--- src/rtl/ir_move_transmitter.sv ---
// IR move-command transmitter: serialises a 12-bit command as a SIRC-style
// pulse-width frame (start burst, then per bit a gap and a 1- or 2-unit burst,
// LSB first), modulated onto a ~40 kHz carrier. Frames repeat back-to-back
// while transmit is held; each frame spans a fixed FRAME_UNITS period.
module ir_move_transmitter #(
    parameter int unsigned UNIT_CYCLES  = 16200,
    parameter int unsigned CARRIER_HALF = 338,
    parameter int unsigned START_UNITS  = 4,
    parameter int unsigned ONE_UNITS    = 2,
    parameter int unsigned ZERO_UNITS   = 1,
    parameter int unsigned GAP_UNITS    = 1,
    parameter int unsigned FRAME_UNITS  = 75,
    parameter int unsigned NUM_BITS     = 12
) (
    input  logic                clock,
    input  logic                reset,
    input  logic                transmit,
    input  logic [NUM_BITS-1:0] move_command,
    output logic                ir_out,
    output logic                ir_envelope,
    output logic                busy,
    output logic                frame_done,
    output logic [7:0]          frame_count
);

    localparam int unsigned UNIT_W = (UNIT_CYCLES > 1) ? $clog2(UNIT_CYCLES) : 1;
    localparam int unsigned CAR_W  = (CARRIER_HALF > 1) ? $clog2(CARRIER_HALF) : 1;
    localparam int unsigned BIT_W  = $clog2(NUM_BITS + 1);

    localparam logic [UNIT_W-1:0] UNIT_LAST  = UNIT_W'(UNIT_CYCLES - 1);
    localparam logic [CAR_W-1:0]  CAR_LAST   = CAR_W'(CARRIER_HALF - 1);
    localparam logic [BIT_W-1:0]  BIT_LAST   = BIT_W'(NUM_BITS - 1);
    localparam logic [6:0]        FRAME_LAST = 7'(FRAME_UNITS - 1);

    typedef enum logic [2:0] {
        StIdle,
        StStart,
        StGap,
        StBit,
        StPad
    } state_e;

    state_e              state_q;
    logic [UNIT_W-1:0]   unit_cnt_q;
    logic [6:0]          frame_units_q;
    logic [6:0]          seg_units_q;
    logic [BIT_W-1:0]    bit_cnt_q;
    logic [NUM_BITS-1:0] shift_q;
    logic [CAR_W-1:0]    carrier_cnt_q;
    logic                carrier_q;

    logic       unit_tick;
    logic [6:0] seg_len;
    logic       seg_end;
    logic       frame_end;
    logic       start_frame;
    logic       burst_start;

    // Segment length in units and the timing events derived from the counters.
    always_comb begin
        seg_len = 7'd0;
        unique case (state_q)
            StStart: seg_len = 7'(START_UNITS);
            StGap:   seg_len = 7'(GAP_UNITS);
            StBit:   seg_len = shift_q[0] ? 7'(ONE_UNITS) : 7'(ZERO_UNITS);
            default: seg_len = 7'd0;
        endcase

        unit_tick   = (state_q != StIdle) && (unit_cnt_q == UNIT_LAST);
        seg_end     = unit_tick && (seg_units_q == (seg_len - 7'd1)) &&
                      ((state_q == StStart) || (state_q == StGap) || (state_q == StBit));
        frame_end   = (state_q == StPad) && unit_tick && (frame_units_q == FRAME_LAST);
        start_frame = transmit && ((state_q == StIdle) || frame_end);
        // Bursts begin on frame start and on every gap-to-bit transition.
        burst_start = start_frame || ((state_q == StGap) && seg_end);
    end

    // Unit timebase: cycle-in-unit, units since START entry, units in segment.
    always_ff @(posedge clock or negedge reset) begin
        if (!reset) begin
            unit_cnt_q    <= '0;
            frame_units_q <= '0;
            seg_units_q   <= '0;
        end else if (start_frame || frame_end || (state_q == StIdle)) begin
            unit_cnt_q    <= '0;
            frame_units_q <= '0;
            seg_units_q   <= '0;
        end else begin
            unit_cnt_q <= unit_tick ? '0 : unit_cnt_q + UNIT_W'(1);
            if (unit_tick) begin
                frame_units_q <= frame_units_q + 7'd1;
            end
            if (seg_end) begin
                seg_units_q <= '0;
            end else if (unit_tick) begin
                seg_units_q <= seg_units_q + 7'd1;
            end
        end
    end

    // Carrier generator, restarted in the high phase at every burst start.
    always_ff @(posedge clock or negedge reset) begin
        if (!reset) begin
            carrier_cnt_q <= '0;
            carrier_q     <= 1'b0;
        end else if (burst_start) begin
            carrier_cnt_q <= '0;
            carrier_q     <= 1'b1;
        end else if (carrier_cnt_q == CAR_LAST) begin
            carrier_cnt_q <= '0;
            carrier_q     <= ~carrier_q;
        end else begin
            carrier_cnt_q <= carrier_cnt_q + CAR_W'(1);
        end
    end

    // Frame sequencer with registered envelope, busy, frame_done and count.
    always_ff @(posedge clock or negedge reset) begin
        if (!reset) begin
            state_q     <= StIdle;
            shift_q     <= '0;
            bit_cnt_q   <= '0;
            ir_envelope <= 1'b0;
            busy        <= 1'b0;
            frame_done  <= 1'b0;
            frame_count <= 8'd0;
        end else begin
            frame_done <= 1'b0;
            unique case (state_q)
                StIdle: begin
                    if (transmit) begin
                        state_q     <= StStart;
                        shift_q     <= move_command;
                        bit_cnt_q   <= '0;
                        ir_envelope <= 1'b1;
                        busy        <= 1'b1;
                    end
                end
                StStart: begin
                    if (seg_end) begin
                        state_q     <= StGap;
                        ir_envelope <= 1'b0;
                    end
                end
                StGap: begin
                    if (seg_end) begin
                        state_q     <= StBit;
                        ir_envelope <= 1'b1;
                    end
                end
                StBit: begin
                    if (seg_end) begin
                        shift_q     <= shift_q >> 1;
                        bit_cnt_q   <= bit_cnt_q + BIT_W'(1);
                        ir_envelope <= 1'b0;
                        state_q     <= (bit_cnt_q == BIT_LAST) ? StPad : StGap;
                    end
                end
                StPad: begin
                    if (frame_end) begin
                        frame_done  <= 1'b1;
                        frame_count <= frame_count + 8'd1;
                        if (transmit) begin
                            // Back-to-back frame: relatch on the same edge.
                            state_q     <= StStart;
                            shift_q     <= move_command;
                            bit_cnt_q   <= '0;
                            ir_envelope <= 1'b1;
                        end else begin
                            state_q <= StIdle;
                            busy    <= 1'b0;
                        end
                    end
                end
                default: begin
                    state_q     <= StIdle;
                    ir_envelope <= 1'b0;
                    busy        <= 1'b0;
                end
            endcase
        end
    end

    assign ir_out = ir_envelope & carrier_q;

endmodule

--- config.mk ---
export PLATFORM = sky130hd
export DESIGN_NAME = ir_move_transmitter
export DESIGN_NICKNAME = d
export VERILOG_FILES = /design/src/rtl/ir_move_transmitter.sv
export SDC_FILE = /design/constraint.sdc
export NUM_CORES = 1
export LEC_CHECK = 0
export ABC_CLOCK_PERIOD_IN_PS = 3000
export BUFFER_PORTS_ARGS = -buffer_cell sky130_fd_sc_hd__buf_2
export CAP_MARGIN = 20
export CORE_AREA = 2 2 87 89
export DETAILED_ROUTE_END_ITERATION = 10
export DIE_AREA = 0 0 89 91
export GPL_TIMING_DRIVEN = 0
export HOLD_SLACK_MARGIN = 0.12
export PLACE_DENSITY_LB_ADDON = 0.05
export SETUP_SLACK_MARGIN = 0.5
export SYNTH_ARGS = -nofsm -noshare
export SYNTH_HDL_FRONTEND = slang
export SYNTH_SLANG_ARGS = --single-unit
--- constraint.sdc ---
create_clock -name clock -period 3 [get_ports clock]
set_clock_uncertainty 0.05 [all_clocks]
set_input_delay 0.75 -clock clock [delete_from_list [all_inputs] [get_ports clock]]
set_output_delay 0.75 -clock clock [all_outputs]
set_load 0.02 [all_outputs]
# Word-level counts from Yosys, hierarchy flattened

Cells that the tools add are included.
W data, S select, Z words.

Register bits after elaboration: 68
Output and inout port bits: 12

Add/subtract/negate cells: 7
Equal/unequal tests: 16
Muxes and demuxes: 40
Bitwise operators: 3
Reduce and logical (&&, ||, !) cells: 26

Operator list:

| kind                    | number |
|---|---|
| $mux W12                | 3 |
| $pmux W12 S3            | 1 |
| $mux W7                 | 5 |
| $mux W14                | 2 |
| $mux W3                 | 6 |
| $mux W9                 | 2 |
| $pmux W3 S5             | 1 |
| $add A14 B1 Y14 const B | 1 |
| $add A7 B1 Y7 const B   | 2 |
| $eq A14 B14 Y1 const B  | 1 |
| $mux W1                 | 12 |
| $mux W4                 | 3 |
| $ne A2 B2 Y1 const B    | 6 |
| $pmux W4 S3             | 1 |
| $add A9 B1 Y9 const B   | 1 |
| $eq A9 B9 Y1 const B    | 1 |
| $pmux W3 S3             | 1 |
| $reduce_bool A3 Y1      | 3 |
| $add A8 B1 Y8 const B   | 1 |
| $eq A7 B7 Y1            | 1 |
| $eq A7 B7 Y1 const B    | 1 |
| $logic_and A1 B1 Y1     | 7 |
| $sub A7 B1 Y7 const B   | 1 |
| $eq A3 B2 Y1 const B    | 2 |
| 19 further kinds        | 27 |

# Depth between registers and ports, before layout

Gate-level depths: netlist of the first run.

Depth in word-level cells: 9
Gate-level depth with buffers: 15
Depth with buffers taken out: 10

# Least setup slack after synthesis of the first run

Ideal clock, no wire load.

Path kind: reg-to-reg
From: register state_q[2]
To: register carrier_cnt_q[3]
Arrival: 2910 ps
Required time: 2831 ps
Slack: -78 ps
Stages on the path, launching flop included: 16
Path buffers: 5
Cell sequence: dfrtp_1 > clkbuf_1 > nor2b_1 > and2_1 > buf_2 > buf_2 > nand2_1 > ha_1 > xnor2_1 > or3_1 > nor3_4 > and2_1 > buf_4 > a211o_1 > buf_4 > nor2_1

Longest elaborated chain between the ends: 9

RTL lines:

| element                                    | RTL line | RTL |
|---|---|---|
| start: declaration                         | 43       | `state_e state_q;` |
| start signal: assignment                   | 120      | `state_q <= StIdle;` |
| start signal: assignment                   | 132      | `state_q <= StStart;` |
| start signal: assignment                   | 141      | `state_q <= StGap;` |
| $eq A3 B2 Y1, or another cell as far along | 62, 71   |  |
| $pmux W3 S3                                | 62       | `unique case (state_q)` |
| $sub A7 B1 Y7                              | 70       | `seg_end = unit_tick && (seg_units_q == (seg_len - 7'd1)) &&` |
| $eq A7 B7 Y1                               | 70       |  |
| $logic_and A1 B1 Y1 (2 in a row)           | 70       |  |
| $logic_and A1 B1 Y1                        | 75       | `burst_start = start_frame \|\| ((state_q == StGap) && seg_end);` |
| $logic_or A1 B1 Y1 (*)                     | 75       |  |
| $mux W9 (*)                                | 106      | `end else if (burst_start) begin` |
| end signal: assignment                     | 113      | `carrier_cnt_q <= carrier_cnt_q + CAR_W'(1);` |
| end: declaration                           | 49       | `logic [CAR_W-1:0] carrier_cnt_q;` |

Every way passes the cells marked *; elsewhere a longest branch is shown, timed or not.
A chain may end at the register's enable or synchronous reset.

# Worst setup path after layout of the first run

From: register state_q[2]
To: register bit_cnt_q[3]

Longest elaborated chain between the ends: 8

RTL lines:

| element                                    | RTL line    | RTL |
|---|---|---|
| $eq A3 B2 Y1, or another cell as far along | 62, 71, 129 |  |
| $pmux W3 S3                                | 62          |  |
| $sub A7 B1 Y7                              | 70          |  |
| $eq A7 B7 Y1                               | 70          |  |
| $logic_and A1 B1 Y1 (2 in a row)           | 70          |  |
| $ne A2 B2 Y1 (no source line)              | -           |  |
| $reduce_and A3 Y1 (no source line)         | -           |  |
| end signal: assignment                     | 154         | `bit_cnt_q <= bit_cnt_q + BIT_W'(1);` |
| end: declaration                           | 47          | `logic [BIT_W-1:0] bit_cnt_q;` |

Several ways; a longest one is shown, not always the timed one.

==> flow_summary.yaml, run 1 <==
clock_network:
  cts_max_level: 3
  cts_tree: "built"
  root_buffer: "clkbuf_8"
  clk_path_buf_depth: 2
  clk_pin_slew_ns: 0.07
  cts_sinks: 68
  numCtsBuffers: 9
  clock_latency_ns: 0.34
sta:
  drv_slew: 0
  hold_violations: 0
  whs_ns: 0.410
  max_freq_mhz: 360
  rsz0062_at_grt: "yes"
  finalSetupViolations: 0
  post-route-min-period_ns: 2.78
  period_share_pct: 92.6
  slew_headroom_pct: 41.3
  tightest_slew_ns: 0.880
global_route:
  grtUsageMet1_pct: 26.1
  grt_usage_pct: 19.1
  met3_usage_pct: 3.73
  busiest_layer: "met2"
  grt_overflow_total: 0
  antenna_found_initial: 0
  grt_max_degree: 69
  grt_pass1_vias: 2648
  grt_pass1_wl_um: 12100
  use_met2_pct: 29.5
place:
  hpwlAfterDp_um: 4410
  gp_congestion: 0.733
  post-place-cells: 474
  portBuffers: 26
yosys:
  synth.largest_area_cell: "dfrtp_1"
  postSynth.asyncResetShare_pct: 100
  ys_ff_latch: 68
  synth_compound_area_share_pct: 6.58
  yosys_warnings: 0
  synth_cell_types: 50
  seq_area_frac_synth_pct: 48.4
  synth_adder_area_share_pct: 3.20
  yosys.area_share.simple_pct: 24.3
  ys.flop_type: "dfrtp_1"
  synth_top_family_by_area: "simple AND/OR/NAND/NOR gates"
  synth_area_per_cell_um2: 10.1
  syn_area_mm2: 0.00352
  yosysTopAreaCellShare_pct: 48.4
  synth_mux_area_share_pct: 4.02
  synth-xor-area-share_pct: 9.71
  synth_top_cells_by_area: "dfrtp_1, xor2_1, nor2_1"
  synthCells: 349
  synth_edf_count: 0
  syn_nets: 373
min_path:
  worstHoldPathType: "reg2reg"
layout:
  n_fill_cell: 668
  multi_input_comb_area_mm2: 0.00176
  final_common_cell: "dfrtp_1"
  final_nets: 428
  seq_area_mm2: 0.00170
  diodes: 0
  final_cell_mix: "dfrtp_1, nor2_1, buf_2"
  fin_cells: 507
  areaGrowthSynthToFinish_pct: 20.5
  drive_above_1_share_pct: 24.5
pwr:
  power_density_mw_per_mm2: 395
  leakagePower_nw: 1.96
  ir_drop_uv: 281
drt:
  dr_total_vias: 2625
  wire_per_inst_um: 13.9
  remaining_drc_errors: 0
  via_per_inst: 5.18
  dr.pass1.iters: 4
  routed_wl_um: 7030
  antenna_left: 0
  drt_iter0_drc: 97
worst_setup_path:
  cp_data_required_time_ns: 3.22
  startpoint_type: "flop"
  crit_family: "simple AND/OR/NAND/NOR gates"
  cpMostUsedCell: "or3_4"
  cp_max_fo: 8
  crit_buf_inv: 4
  critical_path.cell_chain: "clkbuf_8 > nor2b_4 > and2_4 > buf_8 > buf_12 > nand2_4 > ha_4 > xnor2_1 > or3_4 > nor3_4 > buf_6 > nand3_4 > or3_4 > a21oi_2"
  cpMaxStageDelayCell: "dfrtp_1"
  slowest_delay_ns: 0.40
  cp.arrival_ns: 3.00
  cp-end-kind: "flop"
  critPathKind: "reg2reg"
floorplan:
  dieArea_mm2: 0.00810
  initial_core_util_pct: 49.3
  core_region_area_mm2: 0.00714
  die_w_um: 89
  rows: 31
  die_y_um: 91
  design.portCount: 27
outcome:
  status: "finished clean"
job:
  drv_cap: 0
-- cell usage after synthesis (2+ instances only) --
master and count:
xor2_1 24, and3_1 6, nand4_1 14, buf_4 2, nor2b_1 4, buf_2 8, mux2i_1 13, clkbuf_1 5
nand3_1 26, nor3_2 2, o21ai_0 11, xnor2_1 15, ha_1 9, nor2_1 45, nor4_1 3, dfrtp_1 68
nand3b_1 3, buf_6 2, nor4b_1 2, nand2b_1 2, a21oi_1 6, and2_1 5, nor3_1 2, nand2_1 22
inv_1 9, nor3b_2 2, o21ai_1 10, or3_1 5, and4_1 2, o311ai_0 2
-- worst register-to-register path, cell delays in order, from the launching register on --
cell and delay [ns]:
dfrtp_1 0.40, clkbuf_8 0.15, nor2b_4 0.10, and2_4 0.15, buf_8 0.10, buf_12 0.09, nand2_4 0.05, ha_4 0.22
xnor2_1 0.11, or3_4 0.34, nor3_4 0.24, buf_6 0.13, nand3_4 0.12, or3_4 0.35, a21oi_2 0.11
-- metrics by stage --
stage	power (W)	setup WS (ns)	utilization (%)	setup TNS (ns)	area, um^2
global route	0.00173	0.111	59.4	0	4240
detailed placement	0.000968	-0.0331	54.0	-0.156	3860
global placement	0.000968	-0.0218	54.0	-0.114	3850
floorplan	0.000939	0.228	-	0	3600
CTS	0.00169	0.267	58.8	0	4200
finish	0.00168	0.222	59.4	0	4240
-- worst paths after layout --
| path | slack [ns] | to | cells past startpoint | from |
|---|---|---|---|---|
| min in group asynchronous | 0.45 | frame_count[4]$_DFFE_PN0P_ | 1 | reset |
| hold reg to reg | 0.41 | frame_count[7]$_DFFE_PN0P_ | 1 | frame_count[7]$_DFFE_PN0P_ |
| hold / removal | 0.41 | frame_count[7]$_DFFE_PN0P_ | 1 | frame_count[7]$_DFFE_PN0P_ |
| max in group asynchronous | 1.84 | unit_cnt_q[6]$_DFF_PN0_ | 1 | reset |
| setup / recovery | 0.22 | bit_cnt_q[3]$_DFFE_PN0P_ | 14 | state_q[2]$_DFFE_PN0P_ |
| setup reg to reg | 0.22 | bit_cnt_q[3]$_DFFE_PN0P_ | 14 | state_q[2]$_DFFE_PN0P_ |
-- logic make-up (layout without fill, tap and decap cells) --
group | after synthesis | in the layout
AOI/OAI and AO/OA | 38 | 38
xor gates and xnor gates | 39 | 39
adders and majority gates | 9 | 9
buffers and inverters | 27 | 86
DFF | 68 | 68
muxes | 14 | 14
and+or+nand+nor | 154 | 154
-- what timing repair did --
action                     4_1_cts  5_1_grt
hold buffers                     0        0
resized for setup               14        2
buffers inserted                12        4
cloned                           2        0
pin swaps                        5        4
setup endpoints to repair       37       38
hold endpoints to repair         0        0
-- power breakdown --
part | internal (W) | leakage (nW) | switching [W]
combinational | 0.00000975 | 0.965 | 0.0000237
sequential | 0.000916 | 0.900 | 0
clock | 0.000386 | 0.0986 | 0.000340
-- routing by layer --
layer	vias to the layer above	share of wire (%)
li1	1323	-
met1	1265	49
met2	29	46
met3	8	2.6
met4	0	1.8
met5	-	0
-- cell type report --
| class | instances | area share, % |
|---|---|---|
| Multi-Input combinational cell | 254 | 41.4 |
| Sequential cell | 68 | 40.2 |
| Timing Repair Buffer | 44 | 6.50 |
| Clock buffer | 14 | 4.31 |
| Buffer | 18 | 3.78 |
| Tap cell | 99 | 2.92 |
| Inverter | 9 | 0.797 |
| Clock inverter | 1 | 0.118 |
-- sequential cells by signal, indices dropped and copies added (netlist names), 3 cells and up --
register       count
shift_q           12
state_q            3
unit_cnt_q        14
frame_units_q      7
bit_cnt_q          4
frame_count        8
carrier_cnt_q      9
seg_units_q        7
No activity file was read; power rests on OpenSTA's default activity.
==> inputs of run 2 (changes only) <==
--- a/config.mk
+++ b/config.mk
@@ -9,6 +9,8 @@
 export BUFFER_PORTS_ARGS = -buffer_cell sky130_fd_sc_hd__buf_2
 export CAP_MARGIN = 20
 export CORE_AREA = 2 2 87 89
+export CTS_BUF_LIST = sky130_fd_sc_hd__clkbuf_8
+export CTS_CLUSTER_DIAMETER = 150
 export DETAILED_ROUTE_END_ITERATION = 10
 export DIE_AREA = 0 0 89 91
 export GPL_TIMING_DRIVEN = 0
==> run 2 against run 1 <==
Against the previous run: cell area unchanged; sequential power about the same; critical path depth unchanged; first-iteration DRC count unchanged; non-clock buffer count unchanged.
==> flow_summary.yaml, run 2 (synthesis gave the netlist of run 1 again) <==
outcome:
  status: "finished clean"
drt:
  dr_total_vias: 2625
  routed_wl_um: 7030
  via_per_inst: 5.18
  remaining_drc_errors: 0
  dr.pass1.iters: 4
  wire_per_inst_um: 13.9
  antenna_left: 0
  drt_iter0_drc: 97
sta:
  finalSetupTns_ns: 0
  post-route-min-period_ns: 2.78
  hold_violations: 0
  finalSetupViolations: 0
  max_freq_mhz: 360
  drv_slew: 0
  rsz0062_at_grt: "yes"
  whs_ns: 0.410
  period_share_pct: 92.6
  tightest_slew_ns: 0.880
  slew_headroom_pct: 41.3
layout:
  top_register: "unit_cnt_q"
  areaGrowthSynthToFinish_pct: 20.5
  final_cell_mix: "dfrtp_1, nor2_1, buf_2"
  diodes: 0
  fin_cells: 507
  final_common_cell: "dfrtp_1"
  largest_reg_flops: 14
  drive_above_1_share_pct: 24.5
  reg_top3: "unit_cnt_q: 14 flops, shift_q: 12 flops, carrier_cnt_q: 9 flops"
  fin_area_mm2: 0.00424
  final_nets: 428
worst_setup_path:
  critPathKind: "reg2reg"
  cp_data_required_time_ns: 3.22
  cpMostUsedCell: "or3_4"
  startpoint_type: "flop"
  slowest_delay_ns: 0.40
  cp_max_fo: 8
  cpMaxStageDelayCell: "dfrtp_1"
  cp.arrival_ns: 3.00
  ff2ff_path_depth: 14
  critical_path.cell_chain: "clkbuf_8 > nor2b_4 > and2_4 > buf_8 > buf_12 > nand2_4 > ha_4 > xnor2_1 > or3_4 > nor3_4 > buf_6 > nand3_4 > or3_4 > a21oi_2"
  cp-end-kind: "flop"
clock_network:
  cts_tree: "built"
  hold_buffers: 0
  clk_path_buf_depth: 2
  clk_pin_slew_ns: 0.07
  cts_sinks: 68
  root_buffer: "clkbuf_8"
  cts_max_level: 3
  clock_latency_ns: 0.34
  numCtsBuffers: 9
global_route:
  grt_max_degree: 69
  grt_pass1_vias: 2648
  grt_overflow_total: 0
  antenna_found_initial: 0
  grt_pass1_wl_um: 12100
  grt_usage_pct: 19.1
floorplan:
  dieArea_mm2: 0.00810
  die_w_um: 89
  die_y_um: 91
  rows: 31
  initial_core_util_pct: 49.3
  core_region_area_mm2: 0.00714
  design.portCount: 27
place:
  portBuffers: 26
  placed_cell_area_mm2: 0.00386
  post-place-cells: 474
  hpwlAfterDp_um: 4410
  gp_congestion: 0.733
pwr:
  finalPower_w: 0.00167
  power_density_mw_per_mm2: 395
  leakagePower_nw: 1.97
  ir_drop_uv: 280
min_path:
  hold_depth: 1
  worstHoldPathType: "reg2reg"
job:
  drv_cap: 0
run 2: changes by cell type in the layout (fill, tap and decap cells not counted), sizes merged:
cell,change
clkbuf,-1
inv,+1
run 2: metrics by stage:
step	setup slack (ns)	utilization (%)
finish	0.222	59.4
global route	0.111	59.4
CTS	0.267	58.8
detailed placement	-0.0331	54.0
global placement	-0.0218	54.0
floorplan	0.228	-
run 2: final cells by class:
type                    count  area, um^2
fillers                   668        2900
multi-input cells         254        1760
flip-flops and latches     68        1700
repair buffers             44         275
clock buffers              13         179
plain buffers              18         160
well taps                  99         124
inverters                   9        33.8
clock inverters             2        8.76
run 2: repair_timing:
action / 4_1_cts / 5_1_grt
pin swaps: 5 / 4
buffers inserted: 12 / 4
gates cloned: 2 / 0
resized for setup: 14 / 2
endpoints found under the setup margin: 37 / 38
run 2: worst max-delay path, delay by kind of cell (launching register included):
| kind | cells | cell delay (ns) |
|---|---|---|
| simple gates | 7 | 1.34 |
| buf+inv | 4 | 0.47 |
| flops | 1 | 0.40 |
| fa+ha+maj | 1 | 0.21 |
| xor+xnor | 1 | 0.11 |
| compound gates | 1 | 0.11 |
run 2: power breakdown:
group / internal [W] / switching (W)
clock network: 0.000382 / 0.000340
logic: 0.00000975 / 0.0000237
registers: 0.000916 / 0
run 2: path summary, 6_finish.rpt:
kind / start / end / slack [ns]
setup / recovery: state_q[2]$_DFFE_PN0P_ / bit_cnt_q[3]$_DFFE_PN0P_ / 0.22
hold reg to reg: frame_count[7]$_DFFE_PN0P_ / frame_count[7]$_DFFE_PN0P_ / 0.41
hold / removal: frame_count[7]$_DFFE_PN0P_ / frame_count[7]$_DFFE_PN0P_ / 0.41
max in group asynchronous: reset / unit_cnt_q[6]$_DFF_PN0_ / 1.84
min in group asynchronous: reset / frame_count[4]$_DFFE_PN0P_ / 0.45
setup reg to reg: state_q[2]$_DFFE_PN0P_ / bit_cnt_q[3]$_DFFE_PN0P_ / 0.22
run 2: layer usage:
layer,vias up,GRT usage (%),routed length (um)
met5,-,0,0
met4,0,7.84,130
met3,8,3.73,180
met2,29,29.5,3260
met1,1265,26.1,3460
li1,1323,-,-
==> inputs of run 3 (changes only) <==
--- a/config.mk
+++ b/config.mk
@@ -5,14 +5,15 @@
 export SDC_FILE = /design/constraint.sdc
 export NUM_CORES = 1
 export LEC_CHECK = 0
+export ABC_AREA = 1
 export ABC_CLOCK_PERIOD_IN_PS = 3000
 export BUFFER_PORTS_ARGS = -buffer_cell sky130_fd_sc_hd__buf_2
 export CAP_MARGIN = 20
-export CORE_AREA = 2 2 87 89
+export CORE_AREA = 2 2 93 95
 export CTS_BUF_LIST = sky130_fd_sc_hd__clkbuf_8
 export CTS_CLUSTER_DIAMETER = 150
 export DETAILED_ROUTE_END_ITERATION = 10
-export DIE_AREA = 0 0 89 91
+export DIE_AREA = 0 0 95 97
 export GPL_TIMING_DRIVEN = 0
 export HOLD_SLACK_MARGIN = 0.12
 export PLACE_DENSITY_LB_ADDON = 0.05
==> run 3 against run 2 <==
Against the previous run: die area increased by 14%; fmax increased by 14%; clock power increased by 18%; final cell count increased by 35%; via count increased by 32%; critical path type unchanged.
==> flow_summary.yaml, run 3 <==
yosys:
  synth_top_cells_by_area: "dfrtp_1, nand2_1, nand3_1"
  post-synth-top-count-cell: "nand2_1"
  syn_nets: 547
  postSynth.asyncResetShare_pct: 100
  yosysTopAreaCellShare_pct: 42.5
  synthCells: 523
  synth.largest_area_cell: "dfrtp_1"
  synth_area_per_cell_um2: 7.65
  synth-xor-area-share_pct: 5.25
  yosys_warnings: 0
  yosys.area_share.simple_pct: 36.9
  syn_area_mm2: 0.00400
  synth_edf_count: 0
  synth_mux_area_share_pct: 0
  synth_adder_area_share_pct: 2.81
  ys.flop_type: "dfrtp_1"
  synth_top_family_by_area: "simple AND/OR/NAND/NOR gates"
  ys_ff_latch: 68
  synth_compound_area_share_pct: 5.03
  ys_top_cells_by_count: "nand2_1, dfrtp_1, nor2_1, nand3_1, inv_1"
  synth_cell_types: 34
  seq_area_frac_synth_pct: 42.5
layout:
  final_cell_mix: "nand2_1, dfrtp_1, nor2_1"
  reg_top3: "unit_cnt_q: 14 flops, shift_q: 12 flops, carrier_cnt_q: 9 flops"
  areaGrowthSynthToFinish_pct: 18.5
  top_register: "unit_cnt_q"
  drive_above_1_share_pct: 19.0
  diodes: 0
  final_nets: 598
  largest_reg_flops: 14
  final_common_cell: "nand2_1"
  fin_cells: 684
sta:
  max_freq_mhz: 412
  drv_slew: 0
  finalSetupTns_ns: 0
  finalSetupViolations: 0
  tightest_slew_ns: 0.861
  post-route-min-period_ns: 2.43
  period_share_pct: 80.9
  rsz0062_at_grt: "yes"
  whs_ns: 0.415
  hold_violations: 0
  fin_ws_ns: 0.572
  slew_headroom_pct: 42.6
worst_setup_path:
  cp.arrival_ns: 2.62
  critPathKind: "reg2reg"
  timing.rr.start: "state_q[2]$_DFFE_PN0P_"
  endpoint: "carrier_cnt_q[4]$_DFF_PN0_"
  cp_data_required_time_ns: 3.19
  cp-end-kind: "flop"
  ff2ff_path_depth: 17
  startpoint: "state_q[2]$_DFFE_PN0P_"
  cp_max_fo: 5
  r2r_end: "carrier_cnt_q[4]$_DFF_PN0_"
  startpoint_type: "flop"
  r2r_slack_ns: 0.57
clock_network:
  root_buffer: "clkbuf_8"
  cts_max_level: 3
  clk_path_buf_depth: 2
  cts_sinks: 68
  clk_pin_slew_ns: 0.08
  clock_latency_ns: 0.34
  numCtsBuffers: 9
  cts_tree: "built"
global_route:
  grt_pass1_vias: 3334
  grt_usage_pct: 21.0
  antenna_found_initial: 0
  grt_overflow_total: 0
  grt_max_degree: 69
  grt_pass1_wl_um: 15500
pwr:
  ir_drop_uv: 304
  power_density_mw_per_mm2: 733
  leakagePower_nw: 2.42
  pwr-share-seq_pct: 35.9
  power.switching_w: 0.00133
  netSwitchingFraction_pct: 38.4
  p_int_w: 0.00214
  comb_power_share_pct: 39.6
  p_clk_share_pct: 24.5
drt:
  remaining_drc_errors: 0
  via_per_inst: 5.05
  drt_iter0_drc: 197
  routed_wl_um: 8950
  dr_total_vias: 3455
  wire_per_inst_um: 13.1
  antenna_left: 0
  dr.pass1.iters: 5
floorplan:
  initial_core_util_pct: 49.2
  die_y_um: 97
  design.portCount: 27
  rows: 33
  core_region_area_mm2: 0.00813
  die_w_um: 95
  dieArea_mm2: 0.00922
job:
  drv_cap: 0
place:
  gp_congestion: 0.821
  portBuffers: 26
  hpwlAfterDp_um: 6190
  post-place-cells: 654
  pre_cts_ws_ns: 0.0253
outcome:
  status: "finished clean"
min_path:
  worstHoldPathType: "reg2reg"
-- run 3: cell count changes after synthesis, sizes merged, moves of 9 or more --
cell   change
nand2    +128
mux2i     -13
xor2       -9
nand3     +43
nor2      +25
inv       +52
-- run 3: cell families after synthesis --
group	count (synthesis)
simple gates	319
buf+inv	72
flops	68
compound gates	31
xor+xnor	24
fa+ha+maj	9
-- run 3: area by class of cell --
cell class                      count  area [um^2]
Sequential cell                    68         1700
Inverter                           61          234
Buffer                             11         95.1
Fill cell                         739         3390
Clock buffer                       10          138
Tap cell                          105          131
Clock inverter                      6         87.6
Multi-Input combinational cell    383         2060
Timing Repair Buffer               40          293
-- run 3: power groups by stage --
stage                     sequential (W)  clock (W)  combinational [W]
after floorplan                  0.00124          0           0.000904
after global placement           0.00126          0            0.00114
after detailed placement         0.00127          0            0.00116
after CTS                        0.00124   0.000873            0.00129
after global routing             0.00127   0.000922            0.00156
final                            0.00125   0.000852            0.00138
-- run 3: critical path: stages, from the launching register on --
cell,delay (ns)
dfrtp_2,0.43
nor2_4,0.14
nand2_4,0.08
inv_4,0.06
buf_8,0.09
nand2_4,0.04
ha_4,0.27
inv_2,0.03
nand2_2,0.06
nand3_2,0.07
nor2_2,0.11
buf_4,0.13
nand3_2,0.06
nor2_2,0.13
nand2_2,0.12
o21ai_4,0.23
clkbuf_16,0.18
nor2_1,0.04
-- run 3: per-layer routing --
metal / track usage (%) / part of all wire, % / vias up
li1: - / - / 1781
met1: 30.0 / 50 / 1589
met2: 31.8 / 45 / 73
met3: 4.13 / 4.0 / 12
met4: 6.80 / 1.2 / 0
met5: 0 / 0 / -
-- run 3: stage by stage --
stage	utilization, %	cell area, um^2	power, W
3_5_place_dp	52.5	4270	0.00243
6_report	58.3	4740	0.00348
2_1_floorplan	-	4010	0.00215
5_1_grt	58.3	4740	0.00375
3_3_place_gp	52.5	4270	0.00240
4_1_cts	57.3	4660	0.00341
-- run 3: worst min path at each step --
stage	slack, ns	cells past startpoint	end	startpoint
floorplan	0.38	1	unit_cnt_q[0]$_DFF_PN0_	unit_cnt_q[0]$_DFF_PN0_
global placement	0.40	1	unit_cnt_q[0]$_DFF_PN0_	unit_cnt_q[0]$_DFF_PN0_
detailed placement	0.41	1	unit_cnt_q[0]$_DFF_PN0_	unit_cnt_q[0]$_DFF_PN0_
CTS	0.42	1	unit_cnt_q[0]$_DFF_PN0_	unit_cnt_q[0]$_DFF_PN0_
global route	0.44	1	unit_cnt_q[0]$_DFF_PN0_	unit_cnt_q[0]$_DFF_PN0_
finish	0.41	1	unit_cnt_q[0]$_DFF_PN0_	unit_cnt_q[0]$_DFF_PN0_
-- run 3: what timing repair did --
action | in CTS | in global routing
buffers inserted | 10 | 2
resized for setup | 13 | 11
cloned | 1 | 1
pin swaps | 6 | 8
endpoints found under the hold margin | 0 | 0
hold buffers | 0 | 0
setup endpoints to repair | 37 | 33
